## config.mk

```make
export PLATFORM = sky130hd
export DESIGN_NAME = led_pwm_engine
export DESIGN_NICKNAME = d
export VERILOG_FILES = /design/src/rtl/led_pwm_engine.sv
export SDC_FILE = /design/constraint.sdc
export NUM_CORES = 1
export LEC_CHECK = 0
export BUFFER_PORTS_ARGS = -buffer_cell sky130_fd_sc_hd__buf_4
export CAP_MARGIN = 20
export CELL_PAD_IN_SITES_DETAIL_PLACEMENT = 1
export CELL_PAD_IN_SITES_GLOBAL_PLACEMENT = 1
export CORE_MARGIN = 5
export CORE_UTILIZATION = 40
export DETAILED_ROUTE_END_ITERATION = 7
export PLACE_DENSITY_LB_ADDON = 0.25
export SLEW_MARGIN = 20
export SYNTH_ARGS = -nofsm -noshare
export SYNTH_HDL_FRONTEND = slang
export SYNTH_SLANG_ARGS = --single-unit
```

## constraint.sdc

```tcl
create_clock -name clk -period 3.2 [get_ports clk]
set_input_delay 0.64 -clock clk [delete_from_list [all_inputs] [get_ports clk]]
set_output_delay 0.64 -clock clk [all_outputs]
set_load 0.05 [all_outputs]
```

## src/rtl/led_pwm_engine.sv

```systemverilog
// LED output stage: per-LED 8-bit PWM, shared group dimming/blinking, shadowed register updates.
// Optional LED_ACTIVE_LOW_EN inverts the leds pins for open-drain active-low drive.
module led_pwm_engine #(
  parameter int NUM_LEDS       = 4,
  parameter int BLINK_PRESCALE = 64
) (
  input  logic                  clk,
  input  logic                  reset,
  input  logic                  sleep,
  input  logic [NUM_LEDS*8-1:0] duty,
  input  logic [7:0]            grppwm,
  input  logic [7:0]            grpfreq,
  input  logic                  dmblnk,
  input  logic [NUM_LEDS*2-1:0] ledout,
  output logic [NUM_LEDS-1:0]   leds,
  output logic                  period_wrap
);

  localparam int PW = $clog2(BLINK_PRESCALE);
  localparam logic [PW-1:0] PRESC_LAST = PW'(BLINK_PRESCALE - 1);
  localparam logic [PW-1:0] PRESC_ONE  = PW'(1);

`ifdef LED_ACTIVE_LOW_EN
  localparam logic POLARITY = 1'b1;
`else
  localparam logic POLARITY = 1'b0;
`endif

  localparam logic [NUM_LEDS-1:0] LEDS_IDLE = {NUM_LEDS{POLARITY}};

  logic [7:0]            r_pwmCnt;
  logic [7:0]            r_grpCnt;
  logic [PW-1:0]         r_presc;
  logic [7:0]            r_div;
  logic [NUM_LEDS*8-1:0] r_dutySh;
  logic [7:0]            r_grppwmSh;
  logic [7:0]            r_grpfreqSh;
  logic                  r_dmblnkSh;
  logic [NUM_LEDS*2-1:0] r_ledoutSh;
  logic [NUM_LEDS-1:0]   r_leds;

  logic                  w_wrap;
  logic                  w_modeChange;
  logic                  w_grpOn;
  logic [NUM_LEDS-1:0]   w_lit;

  assign w_wrap       = (r_pwmCnt == 8'hFF) && !sleep;
  assign w_modeChange = w_wrap && (dmblnk != r_dmblnkSh);
  assign w_grpOn      = (r_grpCnt < r_grppwmSh);
  assign period_wrap  = w_wrap;
  assign leds         = r_leds;

  // Shadows only move on the wrap edge so a period never sees a half-applied update.
  always_ff @(posedge clk or posedge reset) begin
    if (reset) begin
      r_pwmCnt    <= 8'h00;
      r_dutySh    <= '0;
      r_grppwmSh  <= 8'h00;
      r_grpfreqSh <= 8'h00;
      r_dmblnkSh  <= 1'b0;
      r_ledoutSh  <= '0;
    end else if (sleep) begin
      r_pwmCnt <= 8'h00;
    end else begin
      r_pwmCnt <= r_pwmCnt + 8'h01;
      if (w_wrap) begin
        r_dutySh    <= duty;
        r_grppwmSh  <= grppwm;
        r_grpfreqSh <= grpfreq;
        r_dmblnkSh  <= dmblnk;
        r_ledoutSh  <= ledout;
      end
    end
  end

  always_ff @(posedge clk or posedge reset) begin
    if (reset) begin
      r_presc  <= '0;
      r_div    <= 8'h00;
      r_grpCnt <= 8'h00;
    end else if (sleep || w_modeChange) begin
      r_presc  <= '0;
      r_div    <= 8'h00;
      r_grpCnt <= 8'h00;
    end else if (!r_dmblnkSh) begin
      r_presc <= '0;
      r_div   <= 8'h00;
      if (w_wrap) begin
        r_grpCnt <= r_grpCnt + 8'h01;
      end
    end else if (r_presc == PRESC_LAST) begin
      // Blink tick: the divider stretches each group phase to grpfreq+1 ticks.
      r_presc <= '0;
      if (r_div == r_grpfreqSh) begin
        r_div    <= 8'h00;
        r_grpCnt <= r_grpCnt + 8'h01;
      end else begin
        r_div <= r_div + 8'h01;
      end
    end else begin
      r_presc <= r_presc + PRESC_ONE;
    end
  end

  always_comb begin
    w_lit = '0;
    for (int i = 0; i < NUM_LEDS; i++) begin
      case (r_ledoutSh[2*i +: 2])
        2'b00:   w_lit[i] = 1'b0;
        2'b01:   w_lit[i] = 1'b1;
        2'b10:   w_lit[i] = (r_pwmCnt < r_dutySh[8*i +: 8]);
        default: w_lit[i] = (r_pwmCnt < r_dutySh[8*i +: 8]) && w_grpOn;
      endcase
    end
  end

  always_ff @(posedge clk or posedge reset) begin
    if (reset) begin
      r_leds <= LEDS_IDLE;
    end else if (sleep) begin
      r_leds <= LEDS_IDLE;
    end else begin
      r_leds <= w_lit ^ LEDS_IDLE;
    end
  end

endmodule

```

* After elaboration in Yosys (flattened, before gate mapping)
Cells that the tools add are included.
** Word-level totals
- Bits in registers :: 91
** Cells by class
- Add/subtract/negate cells :: 4
- Order comparisons :: 5
- Equality and inequality tests :: 14
- Muxes and demuxes :: 18
- Bitwise operators :: 1
- Reduce and logical (&&, ||, !) cells :: 15
** Operator list (number)
- two-way mux 8 bit :: 10
- less-than comparator 8 bit :: 5
- adder 8 x 1 -> 8 bit, second input constant :: 3
- two-way mux 6 bit :: 3
- one-hot mux 1 bit (3 select lines) :: 4
- equality test 2 x 1 -> 1 bit, second input constant :: 4
- equality test 2 bit, second input constant :: 4
- equality test 8 bit :: 1
- equality test 8 bit, second input constant :: 1
- logical NOT 2 bit :: 4
- adder 6 x 1 -> 6 bit, second input constant :: 1
- equality test 6 bit, second input constant :: 1
- logical AND 1 bit :: 6
- inequality test 3 x 1 -> 1 bit, second input constant :: 2
- two-way mux 4 bit :: 1
- AND reduction 3 bit :: 1
- nonzero test 3 bit :: 1
- AND reduction 2 bit :: 1
- logical NOT 1 bit :: 1
- logical OR 1 bit :: 1
- inequality test 1 bit :: 1
- NOT 1 bit :: 1

* Depth between registers and ports, before layout
- Depth after elaboration :: 6
- Depth in mapped cells :: 9
- Depth with buffers taken out :: 7

* Worst setup path after synthesis
Ideal clock, no wire load.
- Kind :: input-to-output
- Start :: in sleep
- End :: out period_wrap
- Arrival :: 1706 ps
- Path slack :: 854 ps
- Stages on the path :: 3
- Cells stage by stage :: clkbuf_1 buf_1 nor2_1
** On the way
- Longest elaborated chain between the ends :: 2
** Ends and longest elaborated chain
- start, declared :: RTL line 9 : input logic sleep,
- logical NOT 1 bit :: RTL line 47 : assign w_wrap = (r_pwmCnt == 8'hFF) && !sleep;
- logical AND 1 bit :: RTL line 47
- end, declared :: RTL line 16 : output logic period_wrap
Every way passes these cells.

* Final worst setup path
- Start :: reg r_pwmCnt[1]
- End :: out period_wrap
** On the way
- Longest elaborated chain between the ends :: 2
** Ends and longest elaborated chain
- start, declared :: RTL line 31 : logic [7:0] r_pwmCnt;
- start signal, assigned :: RTL line 65 : r_pwmCnt <= r_pwmCnt + 8'h01;
- equality test 8 bit :: RTL line 47
- logical AND 1 bit :: RTL line 47
Every way passes these cells.

==> run summary <==
Lkg Pwr - 2.77 nW
post-synth cell types - 39
first-pass GRT wire length - 19300 um
clk sinks - 91
HP Class - input pin to asynchronous set/reset pin
Slew Limit Fails - 0
wire length per cell - 16.7 um
H-tree levels - 3
status - finished, final reports clean
pwr/cell area - 421 nW/um2
# rows - 39
grt ovf - 0
number of max-cap violations - 0
register area - 2280 um2
Final GP Congestion - 0.760
crit path from - r_pwmCnt[1]$_DFF_PP0_
Setup Viol. Count Final - 0
ys async rst share - 100%
core box area - 11500 um2
Vias/cell - 5.16
Clock Tree Buf Depth - 2
register area share after synthesis - 48.5%
initial antenna violation count - 0
crit path capture - period_wrap
worst skew pair latency - 350 ps
CTS tree - done
fill count - 1316
# diodes - 0
Final period util - 83.6%
Routed WL - 11500 um
Syn-to-layout area delta - 19.5%
drt first pass iters - 4
die width - 118 um
final worst slack - 523 ps
synthesized cell area - 4690 um2
nets - 643
Setup Total Neg Slack - 0 ps
final instance area - 5610 um2
Final min period - 2680 ps
Inserted Clock Buffers - 9
CP Capture Type - output pin
yosys warns - 0
Fin. Hold Viols - 0
worst slack at placement - 557 ps
root buffer cell - clkbuf_16
count of state elements after synthesis - 91
DP Wirelength - 8080 um
Max Clock Skew - 9.82 ps
multi-input logic area - 2190 um2
vias in the first global route - 3873
Area after DPL - 5330 um2
Tightest Pin Transition - 800 ps
Max VDD drop - 0.199 mV
Synth Net Count - 580
R2R Path Start - r_pwmCnt[1]$_DFF_PP0_
Final Util - 48.9%
number of DRC markers in iteration 0 - 179
io pins - 65
GRT Util Overall - 16.9%
DRC Markers - 0
Synth Instances - 481
FMAX - 374 MHz
CP Data Arrival Time - 2040 ps
crit start category - flop
CTS Hold Buffers Added - 0
I/O Buffers - 64
unrepaired setup endpoints after global routing - no
largest net degree at the start of global routing - 79
Avg Inst Size Synth - 9.75 um2
worst reg2reg path depth - 7
Starting Density - 40.9%
Register-to-Register Setup Slack - 570 ps
clock slew seen by the registers of the worst setup and hold paths - 70 ps
post_cts resized - 0
most frequent cells in the layout - 91 x dfrtp_1, 67 x buf_4, 65 x nand2_1
Top FF cell, synth - dfrtp_1
die area - 14000 um2
Crit Path Class - flop to output pin
overall die height - 118 um
Post-DRT Antenna Nets - 0
crit-path max FO - 7
Via Count - 3573
post-CTS setup buffer count - 0
relative slew slack - 46.6%
commonest non-fill, non-tap cell in the layout - dfrtp_1
number of flops mapped to enable cells by yosys - 0
ratio of cells with drive above 1 in the final layout - 19.9%
RR Endpoint - r_grpCnt[3]$_DFFE_PP0P_
WP data required - 2560 ps
-- flip-flops by register name, indices dropped and copies added, names as in the netlist --
signal	cells
r_dmblnkSh	1
r_ledoutSh	8
leds	4
r_grppwmSh	8
r_dutySh	32
r_grpfreqSh	8
r_div	8
r_presc	6
r_grpCnt	8
r_pwmCnt	8
-- report_power, final --
group	leakage, nW	switching (mW)	total, mW	internal, mW
sequential	1.05	0.0246	1.19	1.17
combinational	1.58	0.0759	0.153	0.0774
clock	0.135	0.449	1.02	0.567
total	2.77	0.549	2.36	1.81
-- synthesized netlist by cell type (7+ instances only) --
master	n	share of area, %
dfrtp_1	91	49
xnor2_1	13	2.4
o211ai_1	11	1.8
a21oi_1	17	1.8
nand2b_1	7	0.93
nand2_1	65	5.2
clkbuf_1	10	0.80
ha_1	39	10
inv_1	41	3.3
nand3_1	14	1.5
nor2_1	32	2.6
o21ai_0	64	6.8
mux2_2	18	4.3
-- stage by stage --
| step | power (mW) | hold slack [ps] | instances |
|---|---|---|---|
| global placement | 1.36 | 465 | 676 |
| global route | 2.46 | 491 | 692 |
| detailed placement | 1.37 | 475 | 676 |
| floorplan | 1.28 | 442 | 481 |
| finish | 2.36 | 425 | 692 |
| CTS | 2.39 | 446 | 692 |
-- cell type report --
class	instances	share of cell area [%]
clock inverter	4	0.446
tap	143	3.19
sequential	91	40.6
inverter	41	2.77
multi-input combinational	333	39.1
clock buffer	12	4.57
timing repair buffer	68	9.33
-- worst min path at each step --
stage	cells after the start	slack [ps]	end	from
after floorplan	1	440	r_presc[0]$_DFF_PP0_	r_presc[0]$_DFF_PP0_
after global placement	1	460	r_presc[0]$_DFF_PP0_	r_presc[0]$_DFF_PP0_
after detailed placement	1	470	r_presc[0]$_DFF_PP0_	r_presc[0]$_DFF_PP0_
after CTS	2	450	r_div[3]$_DFFE_PP0P_	reset
after global routing	2	490	r_div[3]$_DFFE_PP0P_	reset
final	2	430	r_div[3]$_DFFE_PP0P_	reset
-- worst max-delay path, stage by stage, from the launching register on --
cell     delay [ps]
dfrtp_1         480
ha_1            330
nand2_1         110
nor2_1          230
nand3_1         110
nor2_1          200
buf_4           240
-- metal layers --
| layer | track usage (%) | part of all wire, % | vias to the layer above |
|---|---|---|---|
| li1 | - | - | 1772 |
| met1 | 22.8 | 48 | 1739 |
| met2 | 27.4 | 48 | 48 |
| met3 | 3.20 | 2.7 | 14 |
| met4 | 5.59 | 1.7 | 0 |
| met5 | 0 | 0 | - |
-- cell families (layout without fill, tap and decap cells) --
group / Yosys count / count (layout) / synth area share [%]
simple gates: 148 / 148 / 14.7
mux: 19 / 19 / 4.53
compound gates: 108 / 108 / 13.5
xor+xnor: 19 / 19 / 3.55
buf+inv: 57 / 125 / 4.75
flops: 91 / 91 / 48.5
fa+ha+maj: 39 / 39 / 10.4
Power figures use the tool's default switching activity.
